==> config.mk <==
export PLATFORM = sky130hd
export DESIGN_NAME = calc_alu_sequencer
export DESIGN_NICKNAME = d
export VERILOG_FILES = /design/src/rtl/calc_alu_sequencer.sv
export SDC_FILE = /design/constraint.sdc
export NUM_CORES = 1
export LEC_CHECK = 0
export ABC_AREA = 0
export CAP_MARGIN = 20
export CELL_PAD_IN_SITES_DETAIL_PLACEMENT = 0
export CELL_PAD_IN_SITES_GLOBAL_PLACEMENT = 1
export CORE_MARGIN = 1
export CORE_UTILIZATION = 42
export CTS_BUF_LIST = sky130_fd_sc_hd__clkbuf_8
export CTS_CLUSTER_DIAMETER = 100
export DETAILED_ROUTE_END_ITERATION = 7
export PLACE_DENSITY = 0.85
export SLEW_MARGIN = 20
export SYNTH_ARGS = -nofsm -noshare
export SYNTH_HDL_FRONTEND = slang
export SYNTH_SLANG_ARGS = --single-unit
==> constraint.sdc <==
create_clock -name clock -period 3.9 [get_ports clock]
set_input_delay 0.78 -clock clock [delete_from_list [all_inputs] [get_ports clock]]
set_output_delay 0.78 -clock clock [all_outputs]
set_load 0.03 [all_outputs]
==> src/rtl/calc_alu_sequencer.sv <==
// calc_alu_sequencer: multi-cycle add/sub/shift-add mul/restoring div sequencer
module calc_alu_sequencer (
    input  logic        clock,
    input  logic        reset,
    input  logic        start,
    input  logic [1:0]  alu_op,
    input  logic [31:0] operand_a,
    input  logic [31:0] operand_b,
    output logic        busy,
    output logic        done,
    output logic [31:0] result,
    output logic        overflow,
    output logic        div_zero
);
    typedef enum logic [1:0] {IDLE, RUN, DONE} state_t;
    state_t      state_q, state_d;
    logic [1:0]  op_q, op_d;
    logic [31:0] b_q, b_d, result_q, result_d;
    logic [63:0] mc_q, mc_d, acc_q, acc_d;
    logic [4:0]  cnt_q, cnt_d;
    logic        busy_q, busy_d, done_q, done_d, ovf_q, ovf_d, dz_q, dz_d;
    logic [32:0] rem_shift, trial;
    logic        last;

    assign busy     = busy_q;
    assign done     = done_q;
    assign result   = result_q;
    assign overflow = ovf_q;
    assign div_zero = dz_q;

    // mc holds the multiplicand (shifted left) for mul and the dividend (shifted out MSB first) for div
    always_comb begin
        state_d   = state_q;
        op_d      = op_q;
        b_d       = b_q;
        mc_d      = mc_q;
        acc_d     = acc_q;
        cnt_d     = cnt_q;
        busy_d    = busy_q;
        done_d    = 1'b0;
        result_d  = result_q;
        ovf_d     = ovf_q;
        dz_d      = dz_q;
        rem_shift = {acc_q[63:32], mc_q[31]};
        trial     = rem_shift - {1'b0, b_q};
        last      = (cnt_q == 5'd0) || !op_q[1] || (op_q == 2'd3 && b_q == 32'd0);
        if (state_q == RUN) begin
            if (op_q == 2'd2) begin
                acc_d = acc_q + (b_q[0] ? mc_q : 64'd0);
                mc_d  = mc_q << 1;
                b_d   = b_q >> 1;
            end else if (op_q == 2'd3) begin
                acc_d = {trial[32] ? rem_shift[31:0] : trial[31:0], acc_q[30:0], ~trial[32]};
                mc_d  = mc_q << 1;
            end
            cnt_d = cnt_q - 5'd1;
            if (last) begin
                state_d  = DONE;
                busy_d   = 1'b0;
                done_d   = 1'b1;
                result_d = op_q == 2'd0 ? mc_q[31:0] + b_q :
                           op_q == 2'd1 ? mc_q[31:0] - b_q :
                           (op_q == 2'd3 && b_q == 32'd0) ? 32'd0 : acc_d[31:0];
                ovf_d    = op_q == 2'd2 && |acc_d[63:32];
                dz_d     = op_q == 2'd3 && b_q == 32'd0;
            end
        end else if (start) begin
            state_d = RUN;
            busy_d  = 1'b1;
            op_d    = alu_op;
            b_d     = operand_b;
            mc_d    = {32'd0, operand_a};
            acc_d   = 64'd0;
            cnt_d   = 5'd31;
            ovf_d   = 1'b0;
            dz_d    = 1'b0;
        end else begin
            state_d = IDLE;
        end
    end

    always_ff @(posedge clock) begin
        if (reset) begin
            state_q  <= IDLE;
            op_q     <= 2'd0;
            b_q      <= 32'd0;
            mc_q     <= 64'd0;
            acc_q    <= 64'd0;
            cnt_q    <= 5'd0;
            busy_q   <= 1'b0;
            done_q   <= 1'b0;
            result_q <= 32'd0;
            ovf_q    <= 1'b0;
            dz_q     <= 1'b0;
        end else begin
            state_q  <= state_d;
            op_q     <= op_d;
            b_q      <= b_d;
            mc_q     <= mc_d;
            acc_q    <= acc_d;
            cnt_q    <= cnt_d;
            busy_q   <= busy_d;
            done_q   <= done_d;
            result_q <= result_d;
            ovf_q    <= ovf_d;
            dz_q     <= dz_d;
        end
    end
endmodule

Word level (Yosys, flattened, before mapping)
Index checks and enable logic that the tools add are counted.
{ "word_totals": {"in_bits": 69, "ff_bits": 205, "out_inout_bits": 36, "wordCells": 72} }
{ "classes": {"n_reduce_logical": 16, "bitwise_logic": 2, "n_mux": 31, "n_eq_ne": 7, "addsub": 5} }
{ "ops": {"columns": ["operator", "n"], "rows": [
  ["$mux W64", 10],
  ["$mux W32", 7],
  ["$add A64 B64 Y64", 1],
  ["$sub A33 B32 Y33", 1],
  ["$add A32 B32 Y32", 1],
  ["$logic_not A32 Y1", 1],
  ["$reduce_or A32 Y1", 1],
  ["$sub A32 B32 Y32", 1],
  ["$mux W1", 10],
  ["$mux W5", 2],
  ["$reduce_and A2 Y1", 5],
  ["$logic_not A5 Y1", 1],
  ["$sub A5 B1 Y5 const B", 1],
  ["$eq A2 B1 Y1 const B", 2],
  ["$eq A2 B2 Y1 const B", 2],
  ["$mux W2", 2],
  ["$ne A3 B1 Y1 const B", 1],
  ["$logic_and A1 B1 Y1", 2],
  ["$logic_not A2 Y1", 1],
  ["$logic_or A1 B1 Y1", 2],
  ["$ne A2 B1 Y1 const B", 1],
  ["$ne A2 B2 Y1 const B", 1],
  ["$not A1 Y1", 2],
  ["$reduce_bool A2 Y1", 1],
  ["2 further kinds", 2]
]} }

Longest topological paths before layout
Gate-level depths: netlist (run 1).
{ "logic_depth": {"word_depth": 9, "ltp_mapped": 19} }

Least setup slack after synthesis (run 1)
Ideal clock, no wire load.
{ "synth_timing": {"path_type": "register to register", "startpoint": "reg b_q[0]", "endpoint": "reg ovf_q (netlist: overflow)", "setup_ns": 0.136, "path_stages_with_launch": 19, "setup_slack_ns": -0.403, "t_arrival_ns": 4.167, "synth_period_minus_slack_ns": 4.303, "t_required_ns": 3.764, "cell_sequence": "dfxtp_1 clkbuf_1 clkbuf_1 and2_1 ha_1 clkbuf_1 nand4_1 or3_1 nor4_1 o211ai_1 and3b_1 o21ba_2 xor2_1 o221ai_1 or4_1 a2111oi_0 nand4b_1 nor4_1 a311oi_1"} }
{ "synth_between": {"elab_chain_len": 9} }
{ "synth_rtl": {"columns": ["item", "line_no", "rtl"], "rows": [
  ["start: declaration", "18", "logic [31:0] b_q, b_d, result_q, result_d;"],
  ["start signal: assignment", "86", "b_q <= 32'd0;"],
  ["start signal: assignment", "98", "b_q <= b_d;"],
  ["$sub A33 B32 Y33", "45", "trial = rem_shift - {1'b0, b_q};"],
  ["$mux W32", "53", "acc_d = {trial[32] ? rem_shift[31:0] : trial[31:0], acc_q[30:0], ~trial[32]};"],
  ["$mux W64", "52", "end else if (op_q == 2'd3) begin"],
  ["$mux W64", "48", "if (op_q == 2'd2) begin"],
  ["$mux W64", "47", "if (state_q == RUN) begin"],
  ["$reduce_or A32 Y1", "64", "ovf_d = op_q == 2'd2 && |acc_d[63:32];"],
  ["$logic_and A1 B1 Y1", "64", null],
  ["$mux W1", "57", "if (last) begin"],
  ["$mux W1", "47", null],
  ["end signal: assignment", "105", "ovf_q <= ovf_d;"],
  ["end: declaration", "21", "logic busy_q, busy_d, done_q, done_d, ovf_q, ovf_d, dz_q, dz_d;"]
]} }
Several ways; a longest one is shown, not always the timed one. The select of a mux whose other input is x is not followed.
A chain may end at the register's enable or synchronous reset.

Final worst setup path (run 1)
Same ends and word-level chain as after synthesis.

==> impl_metrics.env, run 1 <==
export IMPL_worst_ir_drop_vdd_mv=0.280
export IMPL_synth_ff_type="dfxtp_1"
export IMPL_start_util_pct=42.7
export IMPL_violations="setup timing"
export IMPL_die_h_um=211
export IMPL_die_w_um=211
export IMPL_slew_headroom_pct=33.3
export IMPL_root_buffer="clkbuf_8"
export IMPL_cts_tree="yes"
export IMPL_synth_edff_count=0
export IMPL_port_buffers=104
export IMPL_drv_slew=0
export IMPL_placedCellCount=3658
export IMPL_holdCritStartpoint="result[3]"
export IMPL_cts_sinks=205
export IMPL_hold_end="result[3]"
export IMPL_syn_to_final_growth_pct=39.0
export IMPL_fmax_mhz=237
export IMPL_dieArea_um2=44700
export IMPL_worstMarginPinSlew_ns=1.00
export IMPL_topRoutingLayerUsed="met5"
export IMPL_maxCapViolations=0
export IMPL_power_frac_seq_pct=31.8
export IMPL_dp_worst_setup_slack_ns=-0.740
export IMPL_path_common_cell="buf_4"
export IMPL_power_leakage_nw=10.9
export IMPL_p_clk_share_pct=31.6
export IMPL_cts_hold_buf=0
export IMPL_hold_viol=0
export IMPL_syn_inst=2619
export IMPL_wl_per_cell_um=21.3
export IMPL_power_density_nw_per_um2=289
export IMPL_core_area_um2=43200
export IMPL_rsz0062_at_grt="true"
export IMPL_critPathMaxStageDelay_ns=0.40
export IMPL_syn_avg_cell_area_um2=7.03
export IMPL_fin_tns_setup_ns=-0.434
export IMPL_wl_met1_um=37400
export IMPL_drtIter0Drc=2504
export IMPL_fin_ws_ns=-0.315
export IMPL_rr_worst_depth=18
export IMPL_required_ns=4.37
export IMPL_grt_pass1_vias=20400
export IMPL_grt_max_degree=77
export IMPL_pwr_share_comb_pct=36.6
export IMPL_route_vias_total=22200
export IMPL_netlist_area_leader_share_pct=22.3
export IMPL_r2r_end="overflow"
export IMPL_synth_seq_area_share_pct=22.3
export IMPL_clkLatencyLatePin_ns=0.63
export IMPL_netlist_area_um2=18400
export IMPL_wl_met2_um=31600
export IMPL_swShare_pct=38.3
export IMPL_cts_htree_levels=2
export IMPL_cp_end_kind="register"
export IMPL_clock_path_buffers=3
export IMPL_grt_usage_pct=34.8
export IMPL_grt_pass1_wl_um=120000
export IMPL_critPathMaxFanout=10
export IMPL_synth_top_cell_by_area="dfxtp_1"
export IMPL_finalNonFillerCells=3759
export IMPL_ys_ff_latch=205
export IMPL_worstPathArrival_ns=4.68
export IMPL_reg2reg_slack_ns=-0.32
export IMPL_dpl_cell_area_um2=23600
export IMPL_synth_area_leaders="dfxtp_1 (22%), ha_1 (11%), nor2_1 (7.1%)"
export IMPL_overflow=0
export IMPL_final_nets=3377
export IMPL_drc=0
export IMPL_status="complete, but fails checks"
export IMPL_post_route_period_util_pct=108
export IMPL_r2r_start="b_q[0]"
export IMPL_cp_slowest_cell="a221o_1"
export IMPL_nFillCells=4140
export IMPL_ys_warn_count=0
export IMPL_rows=76
export IMPL_yosysUniqueCellTypes=76
export IMPL_io_pins=105
export IMPL_drt_total_wl_um=79900
export IMPL_fin_worst_skew_ns=0.0254
export IMPL_hold_path_depth=2
export IMPL_cp_start_kind="register"
export IMPL_drtPass1Iterations=6
export IMPL_syn_nets=2852
export IMPL_hold_class="register to register"
export IMPL_viasPerCell=5.90
export IMPL_finalCriticalPeriod_ns=4.22
export IMPL_drive_gt1_share_pct=24.4
export IMPL_cts_buffers=40
export IMPL_place_gp_congestion=1.01
export IMPL_path_class="register to register"
export IMPL_async_flop_share_pct=0
export IMPL_p_sw_w=0.00283
export IMPL_design_area_um2=25600
export IMPL_setup_viol=3
export IMPL_path_clk_slew_ns=0.06
export IMPL_intPower_w=0.00456
export IMPL_hpwl_um=61500
export IMPL_antenna_found_initial=2
export IMPL_crit_path_cell_trace="buf_8, buf_4, and2_1, ha_1, a21oi_2, buf_4, o21a_1, o22ai_2, a211o_1, a221o_1, o21ai_2, a21oi_1, xnor2_1, o221ai_1, nor2_1, o2111ai_1, nor4_2, a311oi_1"
export IMPL_crit_start="b_q[0]"
export IMPL_ant_nets=0
export IMPL_wl_met3_um=7960
-- flip-flops by register name, indices dropped and copies added (netlist names) --
| name | flops |
|---|---|
| acc_q | 64 |
| mc_q | 64 |
| b_q | 32 |
| result | 32 |
| cnt_q | 5 |
| op_q | 2 |
| state_q | 2 |
| busy | 1 |
| div_zero | 1 |
| done | 1 |
| overflow | 1 |
-- what timing repair did --
action | in CTS | in global routing
resized for setup | 73 | 122
pin swaps | 40 | 45
setup buffers | 11 | 20
setup endpoints to repair | 14 | 25
-- final cells by class --
| type | instances | area, um^2 | area share [%] |
|---|---|---|---|
| sequential | 205 | 4110 | 16.1 |
| antenna | 5 | 12.5 | 0.0489 |
| timing repair buffer | 656 | 5290 | 20.7 |
| inverter | 94 | 353 | 1.38 |
| tap | 585 | 732 | 2.86 |
| clock buffer | 49 | 674 | 2.63 |
| clock inverter | 18 | 134 | 0.523 |
| multi-input combinational | 2147 | 14300 | 55.8 |
-- worst max-delay path by stage --
stage,end,slack [ns],depth (start not counted)
final,overflow,-0.32,18
after CTS,overflow,-0.34,18
after global placement,overflow,-0.62,19
after floorplan,overflow,-0.0003,18
after detailed placement,overflow,-0.74,20
after global routing,overflow,-0.53,18
-- synth_stat cells, types with 20 or more instances --
| cell type | n |
|---|---|
| nor2_1 | 346 |
| nand2_1 | 342 |
| a21oi_1 | 239 |
| dfxtp_1 | 205 |
| o21ai_0 | 172 |
| ha_1 | 160 |
| clkbuf_1 | 151 |
| inv_1 | 94 |
| xnor2_1 | 70 |
| a311oi_1 | 68 |
| and2_1 | 67 |
| nand3_1 | 67 |
| a21o_1 | 43 |
| a31oi_1 | 43 |
| xor2_1 | 43 |
| a22oi_1 | 37 |
| o211ai_1 | 35 |
| nor3_1 | 34 |
| nand4_1 | 31 |
| a211oi_1 | 30 |
| mux2i_1 | 26 |
| o21bai_1 | 24 |
| nand2b_1 | 22 |
| o221ai_1 | 21 |
| nor2b_1 | 20 |
-- cells by family after synthesis --
kind of cell	synth area share [%]
AO/OA/AOI/OAI	29.7
AND/OR/NAND/NOR	24.1
flip-flops	22.3
XOR/XNOR	5.52
buffers and inverters	5.54
multiplexers	1.47
adder cells (fa/ha/maj)	11.3
-- stage by stage --
stage	utilization [%]	hold WS, ns	total power (W)
after CTS	57.6	0.457	0.00729
final	59.3	0.456	0.00739
after global routing	59.3	0.479	0.00769
after global placement	54.8	0.445	0.00492
after floorplan	-	0.462	0.00386
after detailed placement	54.8	0.446	0.00494
-- power groups by stage --
stage                     clock [W]  combinational, W  sequential (W)
final                       0.00234           0.00271         0.00235
after global routing        0.00244           0.00290         0.00235
after CTS                   0.00235           0.00260         0.00234
after detailed placement          0           0.00257         0.00238
after global placement            0           0.00254         0.00238
after floorplan                   0           0.00143         0.00243
-- cells in the final DEF, fill, tap and decap left out, drive strengths merged, types with 10 or more instances in the layout --
| cell type | count |
|---|---|
| o21a | 17 |
| a21oi | 239 |
| o22ai | 15 |
| inv | 103 |
| a211oi | 30 |
| buf | 553 |
| a21o | 43 |
| a311oi | 68 |
| nand3 | 67 |
| a221o | 10 |
| nand4 | 31 |
| o31ai | 14 |
| xnor2 | 71 |
| nor2b | 20 |
| and3 | 11 |
| or3 | 13 |
| mux2i | 26 |
| clkdlybuf4s50 | 103 |
| nand2b | 22 |
| nand2 | 342 |
| nor2 | 346 |
| clkbuf | 49 |
| a22oi | 37 |
| and2 | 68 |
| ha | 160 |
| o211ai | 35 |
| o21bai | 24 |
| xor2 | 43 |
| o221ai | 21 |
| nor3 | 35 |
| nor4 | 17 |
| dfxtp | 205 |
| o21ai | 173 |
| a31oi | 43 |
-- metal layers --
layer / global-route usage, % / vias to the layer above
li1: - / 10500
met1: 51.8 / 10400
met2: 48.7 / 1082
met3: 6.63 / 157
met4: 13.0 / 2
met5: 0 / -
-- critical path, delay by kind of cell, from the launching register on --
family / cells / cell delay, ns
compound gates: 10 / 1.91
simple gates: 3 / 0.64
buf+inv: 3 / 0.40
xor+xnor: 1 / 0.39
flops: 1 / 0.37
fa+ha+maj: 1 / 0.35
(Power assumes the default switching activity.)
==> run 2, diff against run 1 <==
CAP_MARGIN = 40   (was 20)
CORE_UTILIZATION = 44   (was 42)
DONT_BUFFER_PORTS = 1   (was default)
PLACE_DENSITY = 0.84   (was 0.85)
==> impl_metrics.env, run 2 (same netlist as run 1, synthesis figures left out) <==
export IMPL_r2r_start="b_q[0]"
export IMPL_finalCriticalPeriod_ns=4.43
export IMPL_slew_headroom_pct=39.5
export IMPL_rr_worst_depth=18
export IMPL_critPathMaxFanout=18
export IMPL_required_ns=4.38
export IMPL_wl_per_cell_um=21.6
export IMPL_crit_start="b_q[0]"
export IMPL_path_buf_inv=3
export IMPL_core_area_um2=41000
export IMPL_timing_hold_ws_ns=0.222
export IMPL_holdCritStartpoint="reset"
export IMPL_drt_total_wl_um=77100
export IMPL_clock_path_buffers=3
export IMPL_final_nets=3243
export IMPL_violations="DRC, setup timing"
export IMPL_die_h_um=207
export IMPL_drive_gt1_share_pct=24.9
export IMPL_post_route_period_util_pct=114
export IMPL_drtPass1Iterations=8
export IMPL_r2r_end="overflow"
export IMPL_fmax_mhz=226
export IMPL_drc=3
export IMPL_layout_common_cells="buf_4 (495), nor2_1 (341), nand2_1 (334)"
export IMPL_clkLatencyLatePin_ns=0.64
export IMPL_path_common_cell="buf_4"
export IMPL_viasPerCell=6.07
export IMPL_worst_ir_drop_vdd_mv=0.233
export IMPL_port_buffers=0
export IMPL_reg_top3="acc_q (64), mc_q (64)"
export IMPL_cp_end_kind="register"
export IMPL_grt_max_degree=204
export IMPL_die_w_um=207
export IMPL_power_density_nw_per_um2=296
export IMPL_start_util_pct=44.9
export IMPL_cts_htree_levels=2
export IMPL_ant_nets=0
export IMPL_worstMarginPinSlew_ns=0.904
export IMPL_overflow=0
export IMPL_antenna_found_initial=5
export IMPL_setup_viol=6
export IMPL_fin_worst_skew_ns=0.0390
export IMPL_status="complete, but fails checks"
export IMPL_grt_pass1_wl_um=116000
export IMPL_power_w=0.00723
export IMPL_layout_commonest_cell="buf_4"
export IMPL_path_clk_slew_ns=0.07
export IMPL_grt_pass1_vias=20100
export IMPL_rows=74
export IMPL_rsz0062_at_grt="true"
export IMPL_path_class="register to register"
export IMPL_grt_usage_pct=35.4
export IMPL_cp_start_kind="register"
export IMPL_worstPathArrival_ns=4.91
export IMPL_hpwl_um=58600
export IMPL_cts_tree="yes"
export IMPL_syn_to_final_growth_pct=32.6
export IMPL_root_buffer="clkbuf_8"
export IMPL_maxCapViolations=0
export IMPL_drv_slew=0
export IMPL_crit_path_cell_trace="buf_12, and2_1, ha_1, a21oi_2, buf_4, o21ai_0, or3_1, buf_4, o211ai_1, and3b_2, o21ba_4, xor2_2, o221ai_2, or4_4, a2111oi_4, nand4b_1, nor4_2, a311oi_1"
export IMPL_critPathTopFamily="simple AND/OR/NAND/NOR gates"
export IMPL_cts_buffers=41
export IMPL_place_gp_congestion=0.998
export IMPL_fin_ws_ns=-0.531
export IMPL_hold_path_depth=1
export IMPL_reg2reg_slack_ns=-0.53
export IMPL_hold_class="input port to register"
export IMPL_cts_sinks=205
export IMPL_route_vias_total=21700
export IMPL_power_leakage_nw=10.4
export IMPL_critPathMaxStageDelay_ns=0.56
export IMPL_hold_viol=0
export IMPL_drtIter0Drc=2385
export IMPL_io_pins=105
export IMPL_cp_slowest_cell="or4_4"
export IMPL_dieArea_um2=42700
export IMPL_hold_end="result[3]"
-- run 2: changes by cell type in the layout (fill, tap and decap cells not counted), moves of 4 or more --
cell             delta
xor2_2              +5
clkdlybuf4s50_1   -103
xor2_1              -4
ha_1                -7
a211oi_1            +4
buf_12              +7
ha_4                +7
a211oi_2            -4
and2_1              -4
buf_4              -39
and2_4              +4
-- run 2: metrics by stage --
stage | instance area, um^2 | instances | worst slack [ns] | TNS (ns) | utilization [%]
after global placement | 22300 | 3469 | -0.571 | -2.28 | 54.4
after detailed placement | 22300 | 3469 | -0.604 | -2.40 | 54.4
after CTS | 23800 | 3557 | -0.415 | -1.10 | 58.1
final | 24400 | 3578 | -0.531 | -1.05 | 59.6
after floorplan | 18600 | 2619 | -0.000329 | -0.000329 | -
after global routing | 24400 | 3576 | -0.714 | -2.48 | 59.5
-- run 2: power by group --
part / total [W] / switching, W / internal (W)
Sequential: 0.00243 / 0.000206 / 0.00222
Clock: 0.00235 / 0.00114 / 0.00121
Combinational: 0.00245 / 0.00148 / 0.000973
Total: 0.00723 / 0.00283 / 0.00440
-- run 2: what timing repair did --
action	in CTS	in global routing
setup endpoints to repair	13	21
pin swaps	41	41
gates resized for setup	112	97
cloned	2	0
hold buffers	0	0
buffers inserted	14	18
-- run 2: per-layer routing --
layer	track usage [%]	vias to the layer above	share of wire, %
met3	7.11	149	11
met2	50.8	1044	41
met5	0	-	0.017
met4	12.4	2	3.5
met1	51.9	10300	45
li1	-	10200	-
-- run 2: worst max-delay path by stage --
stage,end,cells after the start
floorplan,overflow,18
global placement,overflow,18
detailed placement,overflow,17
CTS,overflow,18
global route,overflow,18
finish,overflow,18
-- run 2: cell type report --
cell class,instances,area (um^2)
diodes,4,10.0
clock buffers,52,716
clock inverters,23,118
fillers,3829,16600
inverters,94,353
multi-input cells,2147,14300
flip-flops and latches,205,4120
well taps,532,666
repair buffers,521,4120
